$ cat src/rtl/pwm_regs_mc.sv
// Multi-channel PWM register block: shadowed period/compare with commit on
// counter wrap or while disabled, direct control registers, W1C overflow
// flags, masked level interrupt and registered read-back.
module pwm_regs_mc #(
  parameter int unsigned NCH = 2
) (
  input  logic              clk,
  input  logic              rst_n,
  input  logic              read,
  input  logic              write,
  input  logic [7:0]        addr,
  input  logic [7:0]        data_write,
  output logic [7:0]        data_read,
  input  logic [NCH*16-1:0] counter_val,
  input  logic [NCH-1:0]    ovf,
  output logic [NCH*16-1:0] period,
  output logic [NCH*16-1:0] compare1,
  output logic [NCH*16-1:0] compare2,
  output logic [NCH*8-1:0]  prescale,
  output logic [NCH*8-1:0]  functions,
  output logic [NCH-1:0]    en,
  output logic [NCH-1:0]    upnotdown,
  output logic [NCH-1:0]    pwm_en,
  output logic [NCH-1:0]    count_reset,
  output logic              irq
);

  localparam logic [3:0] R_PER_LO = 4'h0;
  localparam logic [3:0] R_PER_HI = 4'h1;
  localparam logic [3:0] R_EN     = 4'h2;
  localparam logic [3:0] R_C1_LO  = 4'h3;
  localparam logic [3:0] R_C1_HI  = 4'h4;
  localparam logic [3:0] R_C2_LO  = 4'h5;
  localparam logic [3:0] R_C2_HI  = 4'h6;
  localparam logic [3:0] R_CRST   = 4'h7;
  localparam logic [3:0] R_CNT_LO = 4'h8;
  localparam logic [3:0] R_CNT_HI = 4'h9;
  localparam logic [3:0] R_PRE    = 4'hA;
  localparam logic [3:0] R_UND    = 4'hB;
  localparam logic [3:0] R_PEN    = 4'hC;
  localparam logic [3:0] R_FN     = 4'hD;
  localparam logic [3:0] R_STAT   = 4'hE;
  localparam logic [7:0] A_MASK   = 8'hF0;
  localparam logic [7:0] A_ISTAT  = 8'hF1;

  logic [3:0]     page;
  logic [3:0]     reg_sel;
  logic [NCH-1:0] flag_v;
  logic [NCH-1:0] irq_mask;
  logic [7:0]     rd_ch [NCH];
  logic [7:0]     rd_c;

  assign page    = addr[7:4];
  assign reg_sel = addr[3:0];

  for (genvar c = 0; c < NCH; c++) begin : gen_ch
    localparam logic [3:0] CH = 4'(c);

    logic [15:0] per_sh, c1_sh, c2_sh, per_q, c1_q, c2_q;
    logic [7:0]  pre_q, fn_q;
    logic        en_q, und_q, pen_q, crst_q, flag_q, pend_q, auto_q;
    logic        sel, sh_wr, commit, en_set;

    assign sel    = write && (page == CH);
    assign sh_wr  = sel && (reg_sel inside {R_PER_LO, R_PER_HI, R_C1_LO,
                                            R_C1_HI, R_C2_LO, R_C2_HI});
    assign en_set = sel && (reg_sel == R_EN) && data_write[0];
    assign commit = auto_q || (pend_q && (ovf[c] || en_set));

    // Channel register state; commit copies old shadow before any same-cycle write
    always_ff @(posedge clk or negedge rst_n) begin
      if (!rst_n) begin
        per_sh <= '0; c1_sh <= '0; c2_sh <= '0;
        per_q  <= '0; c1_q  <= '0; c2_q  <= '0;
        pre_q  <= '0; fn_q  <= '0;
        en_q   <= 1'b0; und_q <= 1'b0; pen_q <= 1'b0;
        crst_q <= 1'b0; flag_q <= 1'b0; pend_q <= 1'b0; auto_q <= 1'b0;
      end else begin
        if (commit) begin
          per_q <= per_sh;
          c1_q  <= c1_sh;
          c2_q  <= c2_sh;
        end
        if (sel) begin
          case (reg_sel)
            R_PER_LO: per_sh[7:0]  <= data_write;
            R_PER_HI: per_sh[15:8] <= data_write;
            R_EN:     en_q         <= data_write[0];
            R_C1_LO:  c1_sh[7:0]   <= data_write;
            R_C1_HI:  c1_sh[15:8]  <= data_write;
            R_C2_LO:  c2_sh[7:0]   <= data_write;
            R_C2_HI:  c2_sh[15:8]  <= data_write;
            R_PRE:    pre_q        <= data_write;
            R_UND:    und_q        <= data_write[0];
            R_PEN:    pen_q        <= data_write[0];
            R_FN:     fn_q         <= data_write;
            default:  ;
          endcase
        end
        if (sh_wr)       pend_q <= 1'b1;
        else if (commit) pend_q <= 1'b0;
        auto_q <= sh_wr && !en_q;
        crst_q <= sel && (reg_sel == R_CRST);
        if (ovf[c])
          flag_q <= 1'b1;
        else if (sel && (reg_sel == R_STAT) && data_write[0])
          flag_q <= 1'b0;
      end
    end

    // Per-channel read-back; period/compare return the shadow copy
    always_comb begin
      rd_ch[c] = 8'h00;
      case (reg_sel)
        R_PER_LO: rd_ch[c] = per_sh[7:0];
        R_PER_HI: rd_ch[c] = per_sh[15:8];
        R_EN:     rd_ch[c] = {7'b0, en_q};
        R_C1_LO:  rd_ch[c] = c1_sh[7:0];
        R_C1_HI:  rd_ch[c] = c1_sh[15:8];
        R_C2_LO:  rd_ch[c] = c2_sh[7:0];
        R_C2_HI:  rd_ch[c] = c2_sh[15:8];
        R_CNT_LO: rd_ch[c] = counter_val[16*c +: 8];
        R_CNT_HI: rd_ch[c] = counter_val[16*c+8 +: 8];
        R_PRE:    rd_ch[c] = pre_q;
        R_UND:    rd_ch[c] = {7'b0, und_q};
        R_PEN:    rd_ch[c] = {7'b0, pen_q};
        R_FN:     rd_ch[c] = fn_q;
        R_STAT:   rd_ch[c] = {6'b0, pend_q, flag_q};
        default:  rd_ch[c] = 8'h00;
      endcase
    end

    assign period[16*c +: 16]   = per_q;
    assign compare1[16*c +: 16] = c1_q;
    assign compare2[16*c +: 16] = c2_q;
    assign prescale[8*c +: 8]   = pre_q;
    assign functions[8*c +: 8]  = fn_q;
    assign en[c]                = en_q;
    assign upnotdown[c]         = und_q;
    assign pwm_en[c]            = pen_q;
    assign count_reset[c]       = crst_q;
    assign flag_v[c]            = flag_q;
  end

  // Global read mux; channels beyond NCH and unmapped addresses read zero
  always_comb begin
    rd_c = 8'h00;
    if (addr == A_MASK) begin
      rd_c = 8'(irq_mask);
    end else if (addr == A_ISTAT) begin
      rd_c = 8'(flag_v & irq_mask);
    end else begin
      for (int i = 0; i < NCH; i++) begin
        if (page == 4'(i)) rd_c = rd_ch[i];
      end
    end
  end

  // Interrupt mask, registered interrupt level and read data
  always_ff @(posedge clk or negedge rst_n) begin
    if (!rst_n) begin
      irq_mask  <= '0;
      irq       <= 1'b0;
      data_read <= 8'h00;
    end else begin
      if (write && (addr == A_MASK)) irq_mask <= data_write[NCH-1:0];
      irq <= |(flag_v & irq_mask);
      if (read) data_read <= rd_c;
    end
  end

endmodule

$ cat config.mk
export PLATFORM = sky130hd
export DESIGN_NAME = pwm_regs_mc
export DESIGN_NICKNAME = d
export VERILOG_FILES = /design/src/rtl/pwm_regs_mc.sv
export SDC_FILE = /design/constraint.sdc
export NUM_CORES = 1
export LEC_CHECK = 0
export ABC_AREA = 1
export CAP_MARGIN = 10
export CORE_ASPECT_RATIO = 0.9
export CORE_MARGIN = 1.5
export CORE_UTILIZATION = 48
export CTS_CLUSTER_SIZE = 14
export DETAILED_ROUTE_END_ITERATION = 16
export PLACE_DENSITY = 0.75
export SYNTH_ARGS = -nofsm -noshare
export SYNTH_HDL_FRONTEND = slang
export SYNTH_SLANG_ARGS = --single-unit
export TNS_END_PERCENT = 30
$ cat constraint.sdc
create_clock -name clk -period 1.3 [get_ports clk]
set_clock_uncertainty 0.15 [all_clocks]
set_input_delay 0.26 -clock clk [delete_from_list [all_inputs] [get_ports clk]]
set_output_delay 0.26 -clock clk [all_outputs]
set_load 0.01 [all_outputs]
# Word-level counts from Yosys, hierarchy flattened
# Cells that the tools add are included.
# classes
n_mux	14
bitwise_logic	2
eq_ne	17
n_reduce_logical	55
# op_table
operator	n
$pmux 8 s14	2
$reduce_and 2->1	22
$mux 8	4
$eq 4x4->1 const B	7
$logic_and 1x1->1	19
$eq 4x3->1 const B	4
$eq 8x8->1 const B	2
$eq 4x1->1 const B	2
$eq 4x2->1 const B	2
$logic_not 4->1	2
$mux 1	8
$reduce_bool 2->1	4
$reduce_bool 6->1	1
$and 2x2->2	2
$logic_or 1x1->1	4
$logic_not 1->1	2
$reduce_or 2->1	1
# word_totals
in_bits	54
out_inout_bits	145
word_cells	127
register_bits	249

# Depth between registers and ports, before layout
# Gate-level depths: netlist of the first run.
# depth
ltp_word	9
ltp_mapped	11
ltp_nobuf	11

# Worst setup path before layout of the first run
# No wires, ideal clock.
# synth_path
path_type	input port to flip-flop
from	input addr[7]
to	register gen_ch[0].c1_q[12]
n_path_buf	1
setup_slack_ns	-0.440
required_time_ns	1.020
setup_time_ns	0.130
path_stages	9
arrival_ns	1.459
path_cell_list	nor2_1 nand2_1 nor2_2 nand2_1 nor3_2 nor2_1 o21bai_4 clkbuf_1 o21ai_1
# synth_between
elab_chain_cells	7
# synth_rtl
item	line	source
start, declared	11	input logic [7:0] addr,
$logic_not 4->1	64	assign sel = write && (page == CH);
$logic_and 1x1->1	64	
$logic_and 1x1->1 (2 in series)	67	assign en_set = sel && (reg_sel == R_EN) && data_write[0];
$logic_or 1x1->1	68	assign commit = auto_q || (pend_q && (ovf[c] || en_set));
$logic_and 1x1->1	68	
$logic_or 1x1->1	68	
end signal, assigned	81	c1_q <= c1_sh;
end, declared	59	logic [15:0] per_sh, c1_sh, c2_sh, per_q, c1_q, c2_q;
# No other way between the ends.
# A chain may end at the register's enable or synchronous reset.

# Worst setup path after layout of the first run
# layout_path
from	register gen_ch[0].und_q
to	output upnotdown[0]
# layout_lines
item	line	source
start, declared	61	logic en_q, und_q, pen_q, crst_q, flag_q, pend_q, auto_q;
start signal, assigned	94	R_UND: und_q <= data_write[0];
end, declared	22	output logic [NCH-1:0] upnotdown,
# No word-level cell between the ends.

==> flow_summary.json, run 1 <==
{
  "wl_per_cell_um": 22.0,
  "dp_cells": 1954,
  "drtAntennaViolNets": 0,
  "place_congestion": 1.03,
  "arrival_ns": 1.16,
  "synth-main-ff-cell": "dfrtp_1",
  "grt_max_degree": 37,
  "p_leak_uw": 0.00908,
  "async_flop_share_pct": 100,
  "die_h_um": 147,
  "slew_violations": 0,
  "clock_path_buffers": 3,
  "finalSetupViolCount": 273,
  "num_antenna_cells": 0,
  "synth_area_mm2": 0.0111,
  "rsz0062_at_grt": "true",
  "synth_fp_nets": 1392,
  "worst_slew_pin_slew_ns": 0.429,
  "final_cell_count_no_fill": 2106,
  "antenna_found_initial": 1,
  "crit_required_ns": 0.89,
  "die_w_um": 163,
  "seqCellArea_mm2": 0.00623,
  "p_total_uw": 27400,
  "fin_ws_ns": -0.271,
  "die-area_mm2": 0.0240,
  "synth_seq_cells": 249,
  "fillers": 1377,
  "hold_viol": 0,
  "drc": 0,
  "critical_path_class": "reg -> out",
  "start_util_pct": 49.1,
  "status": "finished, violations left",
  "dp_hpwl_um": 27500,
  "first_pass_iters": 6,
  "hp-class": "in -> reg",
  "cts_made_buffers": 25,
  "tns_ns": -45.22,
  "clock.fmax_mhz": 636,
  "peakVddDrop_mv": 1.34,
  "clk_pin_slew_ns": 0.06,
  "finalCritPeriodShare_pct": 121,
  "drt_iter0_markers": 1148,
  "grt_overflow": 0,
  "via_per_inst": 5.67,
  "pin_count": 199,
  "multiInputGateArea_mm2": 0.00483,
  "drive_above_1_share_pct": 42.9,
  "htreeDepth": 1,
  "clock_latency_ns": 0.54,
  "core_mm2": 0.0226,
  "synth-seq-area-share_pct": 56.2,
  "power-per-cell-area_mw_per_mm2": 1540,
  "yosys_warnings": 0,
  "grt_pass1_vias": 11100,
  "post-route-min-period_ns": 1.57,
  "start_kind": "register",
  "syn_inst": 1338,
  "relSlewSlack_pct": 71.3,
  "rows": 52,
  "grt_pass1_wl_um": 63500,
  "synth_edf_count": 0,
  "cp-end-kind": "primary output",
  "critPathMaxFanout": 2,
  "dp_slack_ns": -1.12,
  "drt_wl_total_um": 46400,
  "cts.sinks": 249,
  "area_growth_pct": 60.4,
  "clockRootBuffer": "clkbuf_16",
  "port_buffers": 198,
  "tritoncts": "built",
  "ys_types": 29,
  "grt_use_total_pct": 35.3,
  "maxCapViolCount": 0,
  "finalNetCount": 1847,
  "via_count": 11900,
  "violations": "negative setup slack",
  "syn_area_per_cell_um2": 8.28
}
## final cells by class
cell class / count / area share (%)
Inverter: 217 / 4.64
Tap cell: 297 / 2.09
Clock inverter: 11 / 0.774
Multi-Input combinational cell: 806 / 27.2
Timing Repair Buffer: 494 / 26.4
Sequential cell: 249 / 35.1
Clock buffer: 32 / 3.89
## registers in the layout, summed over array words and instances, names as in the netlist
register	count
gen_ch.c2_sh	32
gen_ch.en_q	2
data_read	8
gen_ch.per_q	32
gen_ch.fn_q	16
gen_ch.pen_q	2
irq	1
gen_ch.c1_q	32
gen_ch.flag_q	2
gen_ch.und_q	2
gen_ch.auto_q	2
gen_ch.pend_q	2
gen_ch.crst_q	2
gen_ch.c2_q	32
gen_ch.pre_q	16
irq_mask	2
gen_ch.per_sh	32
gen_ch.c1_sh	32
## cell families (layout without fill, tap and decap cells)
logic type             after synthesis  in the layout  share of synthesized area (%)
AO/OA/AOI/OAI                      316            316                           15.0
buffers and inverters              283            754                           10.9
flip-flops                         249            249                           56.2
AND/OR/NAND/NOR                    490            490                           17.9
## layer usage
layer / wire, µm / share of wire (%) / GRT usage (%) / vias up
met5: 0 / 0 / 0 / -
met4: 2730 / 5.9 / 17.2 / 0
met3: 5430 / 12 / 7.11 / 197
met2: 20800 / 45 / 52.1 / 807
met1: 17400 / 38 / 49.7 / 5810
li1: - / - / - / 5127
## metrics by stage
| step | util, % | hold slack [ns] | cell area (µm²) |
|---|---|---|---|
| floorplan | - | -0.186 | 11200 |
| global route | 78.7 | 0.0650 | 17800 |
| finish | 78.7 | 0.0379 | 17800 |
| global placement | 65.8 | 0.0126 | 14900 |
| CTS | 72.6 | 0.0121 | 16400 |
| detailed placement | 65.8 | 0.0160 | 14900 |
## worst max-delay path: stages (launching register included)
cell and delay (ns):
dfrtp_1 0.41, buf_6 0.13, buf_6 0.11
## Yosys cell counts, types with 3 or more instances
cell,number,share of area (%)
a21oi_1,40,1.8
o21ai_1,41,1.9
dfrtp_1,249,56
inv_2,3,0.10
o21ai_0,200,9.0
nor2_1,91,3.1
nand2_1,337,11
clkbuf_1,16,0.54
buf_6,8,0.81
nor2_2,12,0.68
nor2_4,3,0.30
buf_2,27,1.2
o22ai_1,23,1.3
a211oi_1,7,0.47
nand3_1,40,1.8
inv_1,212,7.2
buf_4,12,0.81
## path summary, 6_finish.rpt
check	to	slack, ns	startpoint	cells after the start
max in group asynchronous	gen_ch[1].per_sh[14]$_DFFE_PN0P_	0.42	rst_n	3
hold / removal	gen_ch[0].en_q$_DFFE_PN0N_	0.04	addr[3]	6
hold reg to reg	data_read[7]$_DFFE_PN0P_	0.34	data_read[7]$_DFFE_PN0P_	2
min in group asynchronous	gen_ch[0].c2_q[13]$_DFFE_PN0P_	0.06	rst_n	2
setup / recovery	upnotdown[0]	-0.27	gen_ch[0].und_q$_DFFE_PN0P_	2
setup reg to reg	data_read[0]$_DFFE_PN0P_	-0.24	gen_ch[1].en_q$_DFFE_PN0N_	9
## cell usage in the layout, fill, tap and decap left out, types with 44 or more instances in the layout
cell | synthesis | final
o21ai_1 | 41 | 56
inv_1 | 212 | 195
nand2_1 | 337 | 243
dfrtp_1 | 249 | 246
o21ai_2 | 0 | 89
o21ai_0 | 200 | 93
nand2_4 | 0 | 52
nand2_2 | 2 | 44
buf_2 | 27 | 123
buf_6 | 8 | 57
buf_12 | 0 | 44
buf_4 | 12 | 200
nor2_1 | 91 | 66
## power breakdown
group	internal, µW	switching [µW]
clock	4350	3190
sequential	9490	1140
combinational	4450	4830
total	18300	9160
## what timing repair did
item                                    4_1_cts  5_1_grt
gates resized for setup                     781      336
endpoints found under the setup margin      391      359
hold endpoints to repair                    249        0
setup buffers                                68       24
hold buffers                                  1        0
gates cloned                                 13       10
pin swaps                                    32       44
No activity file was read; power rests on OpenSTA's default activity.
==> run 2, diff against run 1 <==
==> constraint.sdc (replaced) <==
create_clock -name clk -period 1.3 [get_ports clk]
set_clock_uncertainty 0.15 [all_clocks]
set_input_delay 0.195 -clock clk [delete_from_list [all_inputs] [get_ports clk]]
set_output_delay 0.195 -clock clk [all_outputs]
set_load 0.01 [all_outputs]
==> run 2 against run 1 <==
The flow finishes with violations (negative hold slack, negative setup slack). Core utilization is 1.1 points lower. Maximum frequency fell by 0.99%. Critical path depth did not move. Non-clock buffer count decreased by 9. Register-to-register slack better by 0.06 ns. Via count is 2.9% lower. Routed wire length shrank 5.3%. Count of clock-buffer cells in the layout grew 5. Combinational power shrank 3.0%. Critical endpoint is now en[0].
==> flow_summary.json, run 2 (synthesized netlist as in run 1, its figures left out) <==
{
  "post-route-min-period_ns": 1.59,
  "p_leak_uw": 0.00892,
  "maxCapViolCount": 0,
  "rsz0062_at_grt": "true",
  "first_pass_iters": 9,
  "finalNetCount": 1840,
  "start_util_pct": 49.1,
  "die_w_um": 163,
  "cts.sinks": 249,
  "hold_viol": 24,
  "grtUsageMet2_pct": 54.4,
  "grt_busiest_layer": "met2",
  "slew_violations": 0,
  "final_cell_count_no_fill": 2103,
  "dp_cells": 1963,
  "antenna_found_initial": 1,
  "cp-end-kind": "primary output",
  "drive_above_1_share_pct": 39.2,
  "die-area_mm2": 0.0240,
  "drc": 0,
  "place_congestion": 0.971,
  "clock.fmax_mhz": 630,
  "drtAntennaViolNets": 0,
  "final_cell_mix": "nand2_1 (260), dfrtp_1 (248), inv_1 (201), buf_4 (187), buf_2 (118)",
  "use_met3_pct": 7.93,
  "port_buffers": 198,
  "tritoncts": "built",
  "seqCellArea_mm2": 0.00623,
  "holdBufCountCts": 1,
  "violations": "negative hold slack, negative setup slack",
  "power-per-cell-area_mw_per_mm2": 1600,
  "num_antenna_cells": 0,
  "clockRootBuffer": "clkbuf_16",
  "relSlewSlack_pct": 78.1,
  "critical_path_class": "reg -> out",
  "worst_slew_pin_slew_ns": 0.328,
  "area_growth_pct": 58.3,
  "crit_required_ns": 0.95,
  "via_per_inst": 5.51,
  "grt_use_total_pct": 35.4,
  "fillers": 1406,
  "finalCritPeriodShare_pct": 122,
  "arrival_ns": 1.24,
  "critPathMaxFanout": 2,
  "drt_wl_total_um": 43900,
  "wl_per_cell_um": 20.9,
  "final_common_cell": "nand2_1",
  "grt_overflow": 0,
  "design_area_mm2": 0.0175,
  "die_h_um": 147,
  "clock_latency_ns": 0.55,
  "drt_iter0_markers": 1277,
  "core_mm2": 0.0226,
  "place_area_mm2": 0.0150,
  "pin_count": 199,
  "hp-class": "in -> async",
  "via_count": 11600,
  "dp_hpwl_um": 27900,
  "grt_max_degree": 44,
  "htreeDepth": 1,
  "met1_usage_pct": 48.6,
  "hold_slack_ns": -0.0326,
  "clk_pin_slew_ns": 0.06,
  "rows": 52,
  "grt_pass1_vias": 11100,
  "fin_ws_ns": -0.287,
  "status": "finished, violations left",
  "p_total_uw": 28100,
  "finalSetupViolCount": 241,
  "clock_path_buffers": 3,
  "cts_made_buffers": 27,
  "peakVddDrop_mv": 1.20,
  "multiInputGateArea_mm2": 0.00453,
  "start_kind": "register",
  "grt_pass1_wl_um": 63900
}
## run 2: cell types whose count changed in the layout (fill, tap and decap cells not counted), moves of 6 or more
cell,previous run,this run
nand2_1,243,260
o22ai_1,16,22
nand2_4,52,39
inv_1,195,201
nor2_1,66,74
o22ai_2,7,1
nand3_2,12,3
nand3_1,28,37
o21ai_0,93,114
buf_6,57,65
buf_4,200,187
o21ai_2,89,72
## run 2: through the flow
| stage | util [%] | TNS (ns) | setup WS, ns | hold WS [ns] |
|---|---|---|---|---|
| floorplan | - | -44.54 | -0.291 | -0.251 |
| global route | 77.7 | -31.69 | -0.290 | -0.00608 |
| finish | 77.7 | -24.74 | -0.287 | -0.0326 |
| CTS | 73.6 | -26.43 | -0.278 | -0.0304 |
| detailed placement | 66.5 | -218.75 | -1.09 | -0.0639 |
| global placement | 66.5 | -212.53 | -1.04 | -0.0671 |
## run 2: worst max-delay path, cell delays in order (launching register included)
cell and delay (ns):
dfrtp_2 0.45, buf_6 0.14, buf_6 0.11
## run 2: layout make-up
class	instances	share of cell area, %
sequential	249	35.5
timing repair buffer	485	26.3
multi-input combinational	806	25.8
inverter	217	4.66
clock buffer	37	4.47
tap	297	2.12
clock inverter	12	1.13
## run 2: final timing paths
| check | startpoint | end | slack [ns] | cells after the start |
|---|---|---|---|---|
| worst max-delay path | gen_ch[0].en_q$_DFFE_PN0N_ | en[0] | -0.29 | 2 |
| worst min-delay path | rst_n | gen_ch[0].pre_q[6]$_DFFE_PN0P_ | -0.03 | 2 |
| worst max register to register | gen_ch[1].pre_q[1]$_DFFE_PN0P_ | data_read[1]$_DFFE_PN0P_ | -0.18 | 9 |
| worst min register to register | gen_ch[0].c1_sh[2]$_DFFE_PN0P_ | gen_ch[0].c1_q[2]$_DFFE_PN0P_ | 0.33 | 2 |
| max in group asynchronous | rst_n | gen_ch[0].en_q$_DFFE_PN0N_ | 0.48 | 3 |
| min in group clk | addr[2] | gen_ch[1].en_q$_DFFE_PN0N_ | -0.01 | 6 |
## run 2: layer usage
layer,vias up,share of wire [%],routed length (µm)
li1,5109,-,-
met1,5629,39,17100
met2,712,47,20500
met3,141,10,4370
met4,2,4.2,1840
met5,-,0.030,13
## run 2: repair_timing
item,4_1_cts,5_1_grt
cloned,15,4
gates resized for setup,774,262
endpoints found under the hold margin,249,11
setup endpoints to repair,388,295
setup buffers,57,23
pin swaps,25,42
## run 2: report_power, final
group          leakage, µW  switching, µW  internal, µW
logic              0.00557           4620          4380
clock network     0.000482           3300          5210
registers          0.00287           1130          9490
==> run 3, diff against run 2 <==
--- a/config.mk
+++ b/config.mk
@@ -7,7 +7,7 @@
 export LEC_CHECK = 0
 export ABC_AREA = 1
 export CAP_MARGIN = 10
-export CORE_ASPECT_RATIO = 0.9
+export CORE_ASPECT_RATIO = 2
 export CORE_MARGIN = 1.5
 export CORE_UTILIZATION = 48
 export CTS_CLUSTER_SIZE = 14
==> run 3 against run 2 <==
The flow still finishes with violations (negative hold slack, negative setup slack). Routed wire length rose by 7.0%. Power decreased by 5.9%. Sequential share of layout area rose by 0.16 points. Largest power group unchanged. Worst hold slack got worse by 0.0012 ns.
==> flow_summary.json, run 3 (synthesized netlist as in run 1, its figures left out) <==
{
  "final_common_cell": "dfrtp_1",
  "violations": "negative hold slack, negative setup slack",
  "grt_pass1_wl_um": 66300,
  "via_per_inst": 5.59,
  "grtUsageMet2_pct": 64.9,
  "num_antenna_cells": 0,
  "fin_ws_ns": -0.259,
  "use_met3_pct": 5.14,
  "design_area_mm2": 0.0175,
  "grt_max_degree": 47,
  "via_count": 11700,
  "dp_hpwl_um": 29800,
  "critical_path.top_delay_family": "flip-flops",
  "power-per-cell-area_mw_per_mm2": 1510,
  "first_pass_iters": 8,
  "crit_buf_inv": 2,
  "arrival_ns": 1.21,
  "core_mm2": 0.0226,
  "critical_path_class": "reg -> out",
  "die-area_mm2": 0.0241,
  "critPathMaxFanout": 2,
  "hold_slack_ns": -0.0338,
  "drc": 0,
  "place_area_mm2": 0.0151,
  "cp_slowest_stage_delay_ns": 0.44,
  "finalNetCount": 1863,
  "tritoncts": "built",
  "area_growth_pct": 57.6,
  "clock_path_buffers": 3,
  "peakVddDrop_mv": 1.49,
  "hp-class": "in -> async",
  "post-route-min-period_ns": 1.56,
  "clk_pin_slew_ns": 0.07,
  "seqCellArea_mm2": 0.00623,
  "p_leak_uw": 0.00893,
  "multiInputGateArea_mm2": 0.00461,
  "clockRootBuffer": "clkbuf_16",
  "clock.fmax_mhz": 642,
  "hold_viol": 18,
  "met1_usage_pct": 36.7,
  "port_buffers": 198,
  "grt_pass1_vias": 12000,
  "wl_per_cell_um": 22.4,
  "slowest_stage": "dfrtp_2",
  "relSlewSlack_pct": 73.7,
  "drt_iter0_markers": 914,
  "place_congestion": 1.05,
  "worst_slew_pin_slew_ns": 0.395,
  "die_w_um": 110,
  "fillers": 1474,
  "grt_busiest_layer": "met2",
  "dp_cells": 1967,
  "crit_required_ns": 0.95,
  "finalSetupViolCount": 249,
  "drive_above_1_share_pct": 40.7,
  "dp_slack_ns": -1.19,
  "finalCritPeriodShare_pct": 120,
  "holdBufCountCts": 2,
  "status": "finished, violations left",
  "htreeDepth": 1,
  "antenna_found_initial": 1,
  "cpMostUsedCell": "buf_6",
  "grt_use_total_pct": 36.3,
  "cp-end-kind": "primary output",
  "maxCapViolCount": 0,
  "drt_wl_total_um": 47000,
  "start_kind": "register",
  "cts.sinks": 249,
  "final_cell_count_no_fill": 2097,
  "tns_ns": -27.35,
  "rsz0062_at_grt": "true",
  "final_cell_mix": "dfrtp_1 (246), nand2_1 (244), buf_4 (217), inv_1 (199), buf_2 (123)",
  "start_util_pct": 48.9,
  "pin_count": 199,
  "clock_latency_ns": 0.53,
  "cts_made_buffers": 23,
  "grt_overflow": 0,
  "slew_violations": 0,
  "drtAntennaViolNets": 0,
  "crit_chain": "buf_6 > buf_6",
  "die_h_um": 218,
  "rows": 78
}
run 3: cell count changes in the layout (fill, tap and decap cells not counted), moves of 5 or more:
cell / before / now
clkbuf_2: 0 / 6
buf_6: 65 / 51
nand2_2: 40 / 47
nand2_1: 260 / 244
buf_12: 46 / 39
buf_4: 187 / 217
clkbuf_8: 7 / 2
buf_16: 9 / 14
buf_2: 118 / 123
nand2_4: 39 / 47
run 3: power by group:
group	total, µW	internal (µW)	switching (µW)
clock network	6540	3540	3000
logic	9300	4470	4830
registers	10600	9480	1130
total	26500	17500	8960
run 3: area by class of cell:
cell class,count,share of cell area (%)
Inverter,217,4.69
Timing Repair Buffer,512,27.3
Sequential cell,249,35.7
Multi-Input combinational cell,806,26.4
Tap cell,280,2.01
Clock buffer,28,3.52
Clock inverter,5,0.387
run 3: path summary, 6_finish.rpt:
check                                                startpoint                                to  slack (ns)  cells after the start
worst min-delay path                                      rst_n  gen_ch[0].per_sh[11]$_DFFE_PN0P_       -0.03                      2
min in group clk                                        addr[0]        gen_ch[0].en_q$_DFFE_PN0N_        0.04                      6
worst max register to register     gen_ch[0].pend_q$_DFFE_PN0P_     gen_ch[0].c1_q[0]$_DFFE_PN0P_       -0.20                      8
worst min register to register  gen_ch[1].per_sh[3]$_DFFE_PN0P_    gen_ch[1].per_q[3]$_DFFE_PN0P_        0.34                      2
max in group asynchronous                                 rst_n    gen_ch[0].per_q[6]$_DFFE_PN0P_        0.41                      3
worst max-delay path              gen_ch[0].fn_q[4]$_DFFE_PN0P_                      functions[4]       -0.26                      2
run 3: metal layers:
| layer | wire length, µm | vias to the layer above |
|---|---|---|
| met5 | 13 | - |
| met4 | 5100 | 2 |
| met3 | 3040 | 284 |
| met2 | 24000 | 730 |
| met1 | 14900 | 5570 |
| li1 | - | 5135 |
run 3: repair_timing:
item                       in CTS  in global routing
buffers inserted               66                 15
hold endpoints to repair      250                 18
setup endpoints to repair     390                303
gates resized for setup       764                276
pin swaps                      26                 44
cloned                         16                  8
run 3: per-stage QoR:
| step | total power (µW) | util (%) |
|---|---|---|
| finish | 26500 | 77.1 |
| global route | 27500 | 77.1 |
| CTS | 24800 | 72.9 |
| detailed placement | 18000 | 66.6 |
| global placement | 17900 | 66.6 |
| floorplan | 13300 | - |
